===== src/rtl/fifo_pkg.sv =====
// Shared constants and helpers for the single-clock FIFO family.
package fifo_pkg;

  localparam int FIFO_WIDTH_DEF      = 8;
  localparam int FIFO_ADDR_WIDTH_DEF = 4;

  localparam int FIFO_MODE_STD  = 0;
  localparam int FIFO_MODE_FWFT = 1;

  // Smallest n with 2**n >= value; for integrators sizing ADDR_WIDTH from a depth.
  function automatic int clog2(input int value);
    int result;
    result = 0;
    for (int i = 0; i < 31; i++) begin
      if ((1 << i) < value) result = i + 1;
    end
    return result;
  endfunction

endpackage


===== src/rtl/fifo_mem_2p.sv =====
// WIDTH x DEPTH register array: synchronous write port, asynchronous read port.
module fifo_mem_2p
  import fifo_pkg::*;
#(
  parameter int WIDTH      = FIFO_WIDTH_DEF,
  parameter int ADDR_WIDTH = FIFO_ADDR_WIDTH_DEF
) (
  input  logic                  clk,
  input  logic                  wr_en,
  input  logic [ADDR_WIDTH-1:0] wr_addr,
  input  logic [WIDTH-1:0]      wr_data,
  input  logic [ADDR_WIDTH-1:0] rd_addr,
  output logic [WIDTH-1:0]      rd_data
);

  logic [WIDTH-1:0] mem [2**ADDR_WIDTH];

  always_ff @(posedge clk) begin
    if (wr_en) mem[wr_addr] <= wr_data;
  end

  assign rd_data = mem[rd_addr];

endmodule


===== src/rtl/sync_fifo_flags.sv =====
// Single-clock FIFO with occupancy count, almost-full/empty thresholds,
// sticky overflow/underflow flags and selectable standard or FWFT read.
module sync_fifo_flags
  import fifo_pkg::*;
#(
  parameter int WIDTH      = FIFO_WIDTH_DEF,
  parameter int ADDR_WIDTH = FIFO_ADDR_WIDTH_DEF,
  parameter int AF_LEVEL   = 14,
  parameter int AE_LEVEL   = 2,
  parameter int FWFT       = FIFO_MODE_STD
) (
  input  logic                clk,
  input  logic                reset,
  input  logic                wr_en,
  input  logic [WIDTH-1:0]    data_in,
  input  logic                rd_en,
  output logic [WIDTH-1:0]    data_out,
  output logic                full,
  output logic                empty,
  output logic                almost_full,
  output logic                almost_empty,
  output logic [ADDR_WIDTH:0] count,
  output logic                overflow,
  output logic                underflow,
  input  logic                clr_err
);

  localparam int                DEPTH  = 2**ADDR_WIDTH;
  localparam logic [ADDR_WIDTH:0] ONE    = (ADDR_WIDTH+1)'(1);
  localparam logic [ADDR_WIDTH:0] AF_CNT = (ADDR_WIDTH+1)'(AF_LEVEL);
  localparam logic [ADDR_WIDTH:0] AE_CNT = (ADDR_WIDTH+1)'(AE_LEVEL);

  logic [ADDR_WIDTH:0] wr_ptr;
  logic [ADDR_WIDTH:0] rd_ptr;
  logic [ADDR_WIDTH:0] count_q;
  logic                overflow_q;
  logic                underflow_q;
  logic                wr_acc;
  logic                rd_acc;
  logic [WIDTH-1:0]    mem_rd;

  // Flags come only from registered pointers/count, never from wr_en/rd_en.
  assign full  = (wr_ptr[ADDR_WIDTH] != rd_ptr[ADDR_WIDTH]) &&
                 (wr_ptr[ADDR_WIDTH-1:0] == rd_ptr[ADDR_WIDTH-1:0]);
  assign empty = (wr_ptr == rd_ptr);
  assign almost_full  = (count_q >= AF_CNT);
  assign almost_empty = (count_q <= AE_CNT);
  assign count     = count_q;
  assign overflow  = overflow_q;
  assign underflow = underflow_q;

  assign wr_acc = wr_en && !full;
  assign rd_acc = rd_en && !empty;

  fifo_mem_2p #(
    .WIDTH      (WIDTH),
    .ADDR_WIDTH (ADDR_WIDTH)
  ) u_mem (
    .clk     (clk),
    .wr_en   (wr_acc),
    .wr_addr (wr_ptr[ADDR_WIDTH-1:0]),
    .wr_data (data_in),
    .rd_addr (rd_ptr[ADDR_WIDTH-1:0]),
    .rd_data (mem_rd)
  );

  always_ff @(posedge clk or posedge reset) begin
    if (reset) begin
      wr_ptr  <= '0;
      rd_ptr  <= '0;
      count_q <= '0;
    end else begin
      if (wr_acc) wr_ptr <= wr_ptr + ONE;
      if (rd_acc) rd_ptr <= rd_ptr + ONE;
      if (wr_acc && !rd_acc)      count_q <= count_q + ONE;
      else if (rd_acc && !wr_acc) count_q <= count_q - ONE;
    end
  end

  // Set has priority over clr_err in the same cycle.
  always_ff @(posedge clk or posedge reset) begin
    if (reset) begin
      overflow_q  <= 1'b0;
      underflow_q <= 1'b0;
    end else begin
      if (wr_en && full)  overflow_q <= 1'b1;
      else if (clr_err)   overflow_q <= 1'b0;
      if (rd_en && empty) underflow_q <= 1'b1;
      else if (clr_err)   underflow_q <= 1'b0;
    end
  end

  if (FWFT == FIFO_MODE_FWFT) begin : g_fwft
    assign data_out = mem_rd;
  end else begin : g_std
    logic [WIDTH-1:0] data_q;
    always_ff @(posedge clk or posedge reset) begin
      if (reset)       data_q <= '0;
      else if (rd_acc) data_q <= mem_rd;
    end
    assign data_out = data_q;
  end

  initial begin : p_param_check
    if (ADDR_WIDTH < 2 || ADDR_WIDTH > 10 || AF_LEVEL < 1 || AF_LEVEL > DEPTH ||
        AE_LEVEL < 0 || AE_LEVEL > DEPTH - 1) begin
      $fatal(1, "sync_fifo_flags: illegal parameter set");
    end
  end

endmodule


===== config.mk =====
export PLATFORM = sky130hd
export DESIGN_NAME = sync_fifo_flags
export DESIGN_NICKNAME = d
export VERILOG_FILES = /design/src/rtl/fifo_pkg.sv /design/src/rtl/fifo_mem_2p.sv /design/src/rtl/sync_fifo_flags.sv
export SDC_FILE = /design/constraint.sdc
export NUM_CORES = 1
export LEC_CHECK = 0
export ABC_AREA = 1
export CAP_MARGIN = 20
export CORE_ASPECT_RATIO = 1.75
export CORE_MARGIN = 1.5
export CORE_UTILIZATION = 54
export DETAILED_ROUTE_END_ITERATION = 10
export GPL_ROUTABILITY_DRIVEN = 0
export PLACE_DENSITY = 0.86
export SYNTH_ARGS = -nofsm -noshare
export SYNTH_HDL_FRONTEND = slang
export SYNTH_SLANG_ARGS = --single-unit

===== constraint.sdc =====
create_clock -name clk -period 2.1 [get_ports clk]
set_input_delay 0.42 -clock clk [delete_from_list [all_inputs] [get_ports clk]]
set_output_delay 0.42 -clock clk [all_outputs]
set_load 0.02 [all_outputs]

### Word level (Yosys, flattened, before mapping)

Memory sizes are Yosys's and may differ from the RTL's. A register that Yosys moved wholly into a read port is not among the register bits.
Cells that the tools add are included.

* add/sub/neg operators: 4
* multipliers: 0
* div/mod/pow operators: 0
* order comparisons: 2
* equal/unequal tests: 3
* shift operators: 0
* mux-type cells: 7
* bitwise operators: 0
* reduce and logical (&&, ||, !) cells: 14

Operator list (number)
* $add 5x1->5 const B: 3
* $mux 5: 2
* $logic_and 1x1->1: 7
* $reduce_bool 2->1: 3
* $eq 5x5->1: 1
* $ge 5x4->1 const B: 1
* $le 5x2->1 const B: 1
* $mux 1: 5
* $sub 5x1->5 const B: 1
* $eq 4x4->1: 1
* $logic_not 1->1: 4
* $ne 1x1->1: 1

* bits in registers: 17
* bits in latches: 0
* memory bits (writable): 128
* bits in read-only memories: 0
* input port bits: 13
* output and inout port bits: 19
* logic and storage cells: 36
* memories: 1

Memories
* u_mem.mem: words 16, bits a word 8, rd ports 1, clocked after Yosys merged registers in 1, wr ports 1, RTL line fifo_mem_2p.sv:16 `logic [WIDTH-1:0] mem [2**ADDR_WIDTH];`

### Depth between registers and ports, before layout

Gate-level depths: netlist (run 1).

* depth after elaboration: 8
* depth in mapped cells: 17
* gate-level depth less buffers: 16

### Modules after synthesis

Synthesis (run 1) repeated with hierarchy kept, for this count alone.

* cell total of the unflattened synthesis: 712
* area, all modules: 6988.0 µm²

Modules (own cells, without submodules)
* fifo_mem_2p: times used 1, cells each 543, area each 5606.6 µm², seq. area each 3843.7 µm²
* sync_fifo_flags: times used 1, cells each 169, area each 1381.3 µm², seq. area each 625.6 µm²

### Worst setup path after synthesis (run 1)

No wires, ideal clock.

* kind: reg2reg
* from: reg wr_ptr[2]
* to: reg count_q[4] (netlist: count[4])
* library setup time: 0.065 ns
* arrival time: 2.232 ns
* slack: -0.197 ns
* cell stages (with the launch flop): 16
* clock period less this slack: 2.297 ns
* path through: dfrtp_1 -> buf_2 -> xor2_1 -> nor2_2 -> nand3_2 -> nand2_4 -> buf_4 -> ha_1 -> inv_1 -> ha_1 -> nand2_1 -> nand2_1 -> a21oi_1 -> xor2_1 -> nand2_1 -> nand2_1

* cells in the longest elaborated chain, start to end: 7
* elaborated cells on any way between the ends: 13
* classes of those cells: 2 x eq/ne; 1 x mux; 10 x reduce/logical

Ends and longest elaborated chain
* from (decl): RTL line sync_fifo_flags.sv:33 `logic [ADDR_WIDTH:0] wr_ptr;`
* from (signal assigned): RTL line sync_fifo_flags.sv:73 `if (wr_acc) wr_ptr <= wr_ptr + ONE;`
* $eq 4x4->1: RTL line sync_fifo_flags.sv:44 `(wr_ptr[ADDR_WIDTH-1:0] == rd_ptr[ADDR_WIDTH-1:0]);`
* $logic_and 1x1->1: RTL line sync_fifo_flags.sv:43 `assign full = (wr_ptr[ADDR_WIDTH] != rd_ptr[ADDR_WIDTH]) &&`
* $logic_not 1->1: RTL line sync_fifo_flags.sv:52 `assign wr_acc = wr_en && !full;`
* $logic_and 1x1->1: RTL line sync_fifo_flags.sv:52
* $logic_not 1->1: RTL line sync_fifo_flags.sv:76 `else if (rd_acc && !wr_acc) count_q <= count_q - ONE;`
* $logic_and 1x1->1: RTL line sync_fifo_flags.sv:76
* $reduce_bool 2->1 (no line)
* to (signal assigned): RTL line sync_fifo_flags.sv:75 `if (wr_acc && !rd_acc) count_q <= count_q + ONE;`
* to (signal assigned): RTL line sync_fifo_flags.sv:76
* to (decl): RTL line sync_fifo_flags.sv:35 `logic [ADDR_WIDTH:0] count_q;`

Several ways; a longest one is shown, not always the timed one.
A chain may end at the register's enable or synchronous reset.

### Worst setup path after layout (run 1)

* from: reg wr_ptr[3]
* to: reg count_q[4] (netlist: count[4])

* cells in the longest elaborated chain, start to end: 7
* elaborated cells on any way between the ends: 13
* classes of those cells: 2 x eq/ne; 1 x mux; 10 x reduce/logical

Ends and longest elaborated chain
* $eq 4x4->1 (*): RTL line sync_fifo_flags.sv:44
* $logic_and 1x1->1 (*): RTL line sync_fifo_flags.sv:43
* $logic_not 1->1 (*): RTL line sync_fifo_flags.sv:52
* $logic_and 1x1->1 (*): RTL line sync_fifo_flags.sv:52
* via u_mem.wr_en: RTL line fifo_mem_2p.sv:9 `input logic wr_en,`
* $logic_not 1->1: RTL line sync_fifo_flags.sv:76
* $logic_and 1x1->1: RTL line sync_fifo_flags.sv:76
* $reduce_bool 2->1 (no line)

Mark *: on every way through the listed nets, which the timed path passes. The rest lies on a longest branch.

==> results.yml, run 1 <==
status:
  status: "finished with violations"
  violations: "negative setup slack"
sta:
  finalSetupViolCount: 1
  timing.final.crit_period_ns: 2.13
  tightest_slew_ns: 0.669
  post-route-period-util: 1.01
  hold_ws_ns: 0.337
  hold_viol: 0
  max_slew_margin: 0.553
  rsz0062_at_grt: "yes"
  max_freq_mhz: 469
  tns_ns: -0.0307
  final_max_slew_viol_count: 0
  clock_skew_ns: 0.00832
  worst_slack_ns: -0.0307
power:
  finalPower_mw: 11.5
  p_leak_nw: 3.88
  power.density_nw_per_um2: 1360
  ir_drop_mv: 1.08
grt:
  gr-total-overflow: 0
  grt_max_degree: 43
  grt_pass1_vias: 5272
  grt_usage: 0.259
  antenna_found_initial: 0
  grt_pass1_wl_um: 26000
synthesis:
  ys_warn_count: 0
  synth_nets: 760
  syn_area_um2: 7050
  synth_edf_count: 128
  synth_top_area_share: 0.545
  synth_seq_cells: 153
  yosysSeqAreaShare: 0.634
  synth_area_leaders: "edfxtp_1, nand2_1, dfrtp_1, inv_1, nand3_1"
  yosysUniqueCellTypes: 29
  synth_ff_type: "edfxtp_1"
  synthCells: 737
  syn_avg_cell_area_um2: 9.56
  synthArstFlopShare: 0.163
  synth_area_leader_cell: "edfxtp_1"
clocking:
  clockBufferDepth: 2
  clk_latency_ns: 0.43
  cts_htree_levels: 4
  clockRootBuffer: "clkbuf_16"
  cts_tree: "done"
  clock-sinks: 153
  holdBufCountCts: 0
  clk_pin_slew_ns: 0.06
  cts-buffers-inserted: 17
placed_design:
  port-buffer-count: 31
  place_inst: 956
  post_dp_cell_area_um2: 7820
  place_hpwl_um: 10500
  dp_worst_setup_slack_ns: -0.0783
finish:
  finish.utilization: 0.656
  drive_above_1_share: 0.130
  design_area_um2: 8440
  diodes: 0
  syn_to_final_growth_pct: 19.8
  register_area_um2: 4470
  multi_input_area_um2: 1950
  fill_cells: 883
  layout.nets: 830
  stdcell_count: 991
die:
  std_cell_rows: 55
  io_pins: 32
  start_util: 0.548
  fp.dieW_um: 89.4
  dieArea_um2: 13800
  core_um2: 12900
  fp.dieH_um: 154
setup_path:
  cp_slowest_cell: "dfrtp_1"
  worstPathArrival_ns: 2.46
  r2r-start: "wr_ptr[3]"
  path_delay_family: "simple AND/OR/NAND/NOR gates"
  reg2regPathDepth: 14
  cpPeakStageDelay_ns: 0.40
  end_kind: "register"
  path_cells: "xor2_1 > nor2_4 > nand3_2 > nand2_2 > inv_2 > ha_4 > fa_2 > inv_1 > nand2_1 > nand2_1 > a21oi_2 > xor2_1 > nand2_1 > nand2_1"
  rr_endpoint: "count[4]"
  startpoint_type: "register"
  path_class: "reg2reg"
  cp.required_ns: 2.43
  crit_path_frequent_cell: "nand2_1"
  crit_fanout: 3
  cp_num_buf_inv: 2
  r2r_slack_ns: -0.03
detailed_routing:
  routed_wl_um: 16100
  vias_per_cell: 5.20
  route.detailed.wl_per_inst_um: 16.3
  antenna_left: 0
  vias: 5154
  drc_errors: 0
  drt_iter0_markers: 468
  dr.pass1.iters: 5
min_path:
  min_path_type: "in2async"
flow_run:
  cap_viol_max_count: 0
[metal layers]
layer / routed length (µm) / track usage / vias up
li1: - / - / 2453
met1: 5610 / 0.280 / 2418
met2: 8650 / 0.436 / 216
met3: 766 / 0.0429 / 67
met4: 1110 / 0.198 / 0
met5: 0 / 0 / -
[where the power goes]
group	internal (mW)	total [mW]	switching (mW)	leakage, nW
logic	1.70	4.66	2.97	2.14
clock network	1.65	2.89	1.24	0.275
registers	3.75	3.95	0.206	1.47
[registers in the layout, summed over array words and instances, names as in the netlist]
name / count
data_out: 8
underflow: 1
overflow: 1
count: 5
u_mem.mem: 128
rd_ptr: 5
wr_ptr: 5
[worst reg2reg max path: stages, from the launching register on]
cell and delay [ns]:
dfrtp_1 0.40, xor2_1 0.21, nor2_4 0.18, nand3_2 0.10, nand2_2 0.08, inv_2 0.05
ha_4 0.17, fa_2 0.34, inv_1 0.06, nand2_1 0.06, nand2_1 0.07, a21oi_2 0.05
xor2_1 0.14, nand2_1 0.07, nand2_1 0.05
[repair_timing]
action,4_1_cts,5_1_grt
pin swaps,4,10
resized for setup,8,15
setup endpoints to repair,5,25
setup buffers,1,2
[layout by cell type (no fill, tap or decap), types with 2 or more instances in the layout]
cell type and n:
nor2_1 3, nor2_2 2, clkdlybuf4s50_1 27, a21oi_2 2, dfrtp_1 24, nand2_1 264, inv_6 6, nor3_1 14
ha_1 6, clkinv_4 4, inv_2 5, clkinv_2 2, clkinv_1 2, inv_1 141, o21ai_0 3, xor2_1 6
edfxtp_1 128, xnor2_1 5, buf_12 2, nand3_1 84, ha_4 3, clkbuf_2 2, buf_4 45, o21ai_1 2
clkbuf_16 17
[logic make-up (layout without fill, tap and decap cells)]
| group | after synthesis | after routing | synth area share |
|---|---|---|---|
| AO/OA/AOI/OAI | 11 | 11 | 0.00941 |
| buffers and inverters | 177 | 260 | 0.101 |
| flip-flops | 153 | 153 | 0.634 |
| adder cells (fa/ha/maj) | 10 | 10 | 0.0188 |
| AND/OR/NAND/NOR | 373 | 373 | 0.220 |
| XOR/XNOR | 13 | 13 | 0.0162 |
[worst max path at each step]
| stage | start | endpoint | depth (start not counted) |
|---|---|---|---|
| after floorplan | rd_ptr[0] | count[4] | 15 |
| after global placement | rd_en | count[4] | 11 |
| after detailed placement | wr_en | count[4] | 12 |
| after CTS | rd_ptr[2] | count[4] | 14 |
| after global routing | wr_ptr[3] | count[4] | 14 |
| final | wr_ptr[3] | count[4] | 14 |
[synthesized netlist by cell type, types with 3 or more instances]
cell / n
buf_2: 15
buf_4: 6
clkbuf_1: 4
dfrtp_1: 25
edfxtp_1: 128
ha_1: 9
inv_1: 143
inv_2: 4
nand2_1: 264
nand3_1: 84
nor2_1: 3
nor2_2: 3
nor3_1: 15
o21ai_0: 3
xnor2_1: 6
xor2_1: 7
[cell type report]
cell class                      instances  share of cell area
Inverter                              149              0.0665
Tap cell                              171              0.0253
Multi-Input combinational cell        407               0.231
Sequential cell                       153               0.529
Clock buffer                           17              0.0504
Timing Repair Buffer                   79              0.0809
Clock inverter                         15              0.0166
Note: power is estimated with default switching activity, not from simulation.
==> inputs of run 2 (changes only) <==
GPL_TIMING_DRIVEN = 0   (was not set)
==> run 2 against run 1 <==
Clock power rose by 6%. Critical path depth is the same. Largest power group unchanged. Routed wire length increased by 27%. Clock-buffer cell count up 4. The flow still finishes with violations (negative setup slack). Register-to-register slack worse by 0.26 ns. Non-clock buffer count up 12. Via count increased by 9.1%. Cell count up 1.2%. Hold slack gained 0.17 ns. Highest routed layer unchanged.
==> results.yml, run 2 (synthesis results as in run 1) <==
grt:
  grt_util_met1: 0.304
  grt_busiest_layer: "met2"
  grt_max_degree: 26
  grt_usage: 0.293
  gr-total-overflow: 0
  antenna_found_initial: 0
  grt_pass1_vias: 5362
  grt_pass1_wl_um: 28400
  globalRouteMet2Util: 0.494
  grt_util_met3: 0.0698
sta:
  clock_skew_ns: 0.00696
  max_freq_mhz: 418
  finalSetupViolCount: 108
  final_max_slew_viol_count: 0
  timing.final.crit_period_ns: 2.39
  hold_viol: 0
  hold_ws_ns: 0.511
  post-route-period-util: 1.14
  worst_slack_ns: -0.292
  rsz0062_at_grt: "yes"
  tightest_slew_ns: 0.967
  max_slew_margin: 0.355
  tns_ns: -10.58
placed_design:
  place_inst: 947
  port-buffer-count: 31
  dp_worst_setup_slack_ns: -0.516
  place_hpwl_um: 11700
detailed_routing:
  drc_errors: 0
  route.detailed.wl_per_inst_um: 20.3
  dr.pass1.iters: 7
  vias_per_cell: 5.61
  routed_wl_um: 20400
  drt_iter0_markers: 666
  antenna_left: 0
  vias: 5623
setup_path:
  cpPeakStageDelay_ns: 0.46
  r2r-start: "rd_ptr[3]"
  cp_num_buf_inv: 2
  end_kind: "register"
  r2r_slack_ns: -0.29
  reg2regPathDepth: 14
  crit_fanout: 4
  path_cells: "xor2_2 > nor2_2 > buf_4 > nand3_2 > nand2_4 > ha_4 > inv_4 > ha_4 > nand2_2 > nand2_2 > a21oi_2 > xor2_1 > nand2_1 > nand2_1"
  startpoint_type: "register"
  cp_slowest_cell: "dfrtp_2"
  rr_endpoint: "count[4]"
  cp.required_ns: 2.47
  worstPathArrival_ns: 2.76
  path_delay_family: "simple AND/OR/NAND/NOR gates"
  path_class: "reg2reg"
finish:
  largest_reg_flops: 128
  drive_above_1_share: 0.171
  top_register: "u_mem.mem"
  layout.nets: 842
  syn_to_final_growth_pct: 23.2
  layout_commonest_cell: "nand2_1"
  diodes: 0
  stdcell_count: 1003
  layout_common_cells: "nand2_1, inv_1, edfxtp_1"
die:
  fp.dieH_um: 154
  fp.dieW_um: 89.4
  dieArea_um2: 13800
  core_um2: 12900
  io_pins: 32
  start_util: 0.548
  std_cell_rows: 55
clocking:
  clk_latency_ns: 0.43
  clockRootBuffer: "clkbuf_16"
  clk_pin_slew_ns: 0.06
  clockBufferDepth: 2
  cts_tree: "done"
  holdBufCountCts: 0
  cts-buffers-inserted: 17
  cts_htree_levels: 4
  clock-sinks: 153
min_path:
  min_path_type: "reg2reg"
  min_from: "data_out[5]"
  hold_path_depth: 2
  min_to: "data_out[5]"
power:
  ir_drop_mv: 1.16
  finalPower_mw: 12.6
  p_leak_nw: 3.99
  power.density_nw_per_um2: 1450
status:
  status: "finished with violations"
  violations: "negative setup slack"
flow_run:
  cap_viol_max_count: 0
[run 2: cell count changes in the layout (fill, tap and decap cells not counted), moves of 3 or more]
cell	delta
inv_6	-4
clkbuf_1	+5
buf_4	-14
nand2_2	+3
dfrtp_1	-6
dfrtp_2	+6
nor3_1	-13
nor3_4	+11
clkbuf_8	+3
buf_2	+15
clkbuf_4	+3
buf_6	+5
nand2_1	-4
[run 2: worst max-delay path by stage]
stage	startpoint	end	slack [ns]	cells after the start
detailed placement	rd_ptr[1]	u_mem.mem[11][6]	-0.52	9
global route	rd_ptr[3]	count[4]	-0.40	14
floorplan	rd_ptr[0]	count[4]	-0.01	15
finish	rd_ptr[3]	count[4]	-0.29	14
CTS	wr_ptr[2]	count[4]	-0.12	15
global placement	rd_ptr[1]	u_mem.mem[9][6]	-0.53	9
[run 2: layer usage]
layer	routed length, µm	vias up	part of all wire
met1	6490	2595	0.32
met3	1630	143	0.080
li1	-	2478	-
met4	1840	0	0.090
met2	10400	407	0.51
met5	0	-	0
[run 2: worst reg2reg max path, delay by kind of cell, from the launching register on]
| kind | cells | cell delay [ns] |
|---|---|---|
| AO/OA/AOI/OAI | 1 | 0.15 |
| XOR/XNOR | 2 | 0.39 |
| adder cells (fa/ha/maj) | 2 | 0.42 |
| buffers and inverters | 2 | 0.19 |
| flip-flops | 1 | 0.46 |
| AND/OR/NAND/NOR | 7 | 0.72 |
[run 2: stage by stage]
| stage | util | instance area (µm²) |
|---|---|---|
| after CTS | 0.656 | 8440 |
| after detailed placement | 0.596 | 7670 |
| after floorplan | - | 7100 |
| after global placement | 0.592 | 7620 |
| after global routing | 0.675 | 8690 |
| final | 0.675 | 8690 |
[run 2: cell type report]
cell class	instances	area, µm²
inverter	149	572
sequential	153	4480
buffer	27	169
fill	809	4180
multi-input combinational	407	2110
tap	171	214
clock inverter	11	121
clock buffer	21	470
timing repair buffer	64	552
[run 2: power breakdown]
group	total, mW	internal (mW)	leakage [nW]	switching (mW)
combinational	5.44	1.85	2.24	3.60
clock	3.07	1.84	0.289	1.23
sequential	4.08	3.76	1.46	0.323
[run 2: what timing repair did]
item                                    CTS  global route
pin swaps                                12            11
endpoints found under the setup margin  110           103
buffers inserted                         12            13
resized for setup                        43            34
==> inputs of run 3 (changes only) <==
RECOVER_POWER = 100   (was not set)
==> run 3 against run 2 <==
The flow still finishes with violations (negative setup slack). Sequential power about the same. Flip-flop and latch count unchanged. Via count increased by 0.48%. Clock skew decreased by 0.0013 ns. Die area unchanged. Total power increased by 0.14%. Critical path depth unchanged. Core utilization unchanged.
==> results.yml, run 3 (synthesis results as in run 1) <==
power:
  power.density_nw_per_um2: 1450
  ir_drop_mv: 1.16
  p_leak_nw: 3.99
  finalPower_mw: 12.6
clocking:
  holdBufCountCts: 0
  cts-buffers-inserted: 17
  clockBufferDepth: 2
  cts_tree: "done"
  clock-sinks: 153
  clk_latency_ns: 0.43
  clockRootBuffer: "clkbuf_16"
  cts_htree_levels: 4
  clk_pin_slew_ns: 0.06
placed_design:
  port-buffer-count: 31
  dp_worst_setup_slack_ns: -0.516
  place_hpwl_um: 11700
  place_inst: 947
finish:
  diodes: 0
  syn_to_final_growth_pct: 23.2
  fill_cells: 809
  stdcell_count: 1003
  largest_reg_flops: 128
  drive_above_1_share: 0.171
  top_register: "u_mem.mem"
  layout_commonest_cell: "nand2_1"
  layout_common_cells: "nand2_1, inv_1, edfxtp_1"
  layout.nets: 842
grt:
  grt_pass1_wl_um: 28400
  antenna_found_initial: 0
  grt_usage: 0.293
  grt_pass1_vias: 5362
  grt_max_degree: 26
  gr-total-overflow: 0
sta:
  rsz0062_at_grt: "yes"
  tightest_slew_ns: 0.967
  worst_slack_ns: -0.298
  final_max_slew_viol_count: 0
  clock_skew_ns: 0.00564
  hold_ws_ns: 0.511
  post-route-period-util: 1.14
  max_slew_margin: 0.354
  finalSetupViolCount: 108
  timing.final.crit_period_ns: 2.40
  max_freq_mhz: 417
  hold_viol: 0
status:
  status: "finished with violations"
  violations: "negative setup slack"
setup_path:
  worstPathArrival_ns: 2.77
  cp.required_ns: 2.47
  crit_fanout: 4
  end_kind: "register"
  path_class: "reg2reg"
  startpoint_type: "register"
flow_run:
  cap_viol_max_count: 0
die:
  start_util: 0.548
  fp.dieW_um: 89.4
  io_pins: 32
  dieArea_um2: 13800
  std_cell_rows: 55
  fp.dieH_um: 154
  core_um2: 12900
detailed_routing:
  route.detailed.wl_per_inst_um: 20.4
  dr.pass1.iters: 7
  drt_iter0_markers: 666
  vias_per_cell: 5.63
  antenna_left: 0
  vias: 5650
  routed_wl_um: 20500
  drc_errors: 0
min_path:
  min_path_type: "reg2reg"
[run 3: cell types whose count changed in the layout (fill, tap and decap cells not counted)]
cell / change
clkdlybuf4s50_1: -8
dlygate4sd3_1: +8
[run 3: repair_timing]
item                                    in CTS  in global routing
resized for setup                           43                 34
endpoints found under the setup margin     110                103
pin swaps                                   12                 11
buffers inserted                            12                 13
[run 3: final timing paths]
kind | start | endpoint | slack (ns) | depth (start not counted)
worst max register to register | rd_ptr[3] | count[4] | -0.30 | 14
worst max-delay path | rd_ptr[3] | count[4] | -0.30 | 14
min in group asynchronous | reset | data_out[7] | 0.55 | 2
worst min-delay path | data_out[5] | data_out[5] | 0.51 | 2
max in group asynchronous | reset | wr_ptr[1] | 0.89 | 2
worst min register to register | data_out[5] | data_out[5] | 0.51 | 2
[run 3: cell type report]
type | instances | area [µm²] | share of cell area
clock buffers | 21 | 470 | 0.0542
clock inverters | 11 | 121 | 0.0140
inverters | 149 | 572 | 0.0658
repair buffers | 64 | 552 | 0.0635
plain buffers | 27 | 169 | 0.0194
flip-flops and latches | 153 | 4480 | 0.516
multi-input cells | 407 | 2110 | 0.243
well taps | 171 | 214 | 0.0246
[run 3: layer usage]
metal  track usage  share of wire
met1         0.304           0.31
met2         0.494           0.51
met3        0.0698          0.088
met4         0.216          0.088
met5             0              0
[run 3: power by group]
part	leakage (nW)	internal [mW]	total [mW]	switching (mW)
Combinational	2.25	1.84	5.46	3.61
Clock	0.289	1.84	3.07	1.23
Sequential	1.46	3.76	4.08	0.324
[run 3: critical path, cell delays in order, from the launching register on]
cell	delay (ns)
dfrtp_2	0.46
xor2_2	0.19
nor2_2	0.19
buf_4	0.14
nand3_2	0.10
nand2_4	0.13
ha_4	0.18
inv_4	0.05
ha_4	0.23
nand2_2	0.07
nand2_2	0.05
a21oi_2	0.15
xor2_1	0.19
nand2_1	0.10
nand2_1	0.08
[run 3: through the flow]
step	cell area, µm²	setup TNS [ns]	utilization
floorplan	7100	-0.0122	-
global placement	7620	-50.17	0.592
detailed placement	7670	-29.23	0.596
CTS	8440	-0.194	0.656
global route	8690	-20.39	0.675
finish	8690	-10.86	0.675
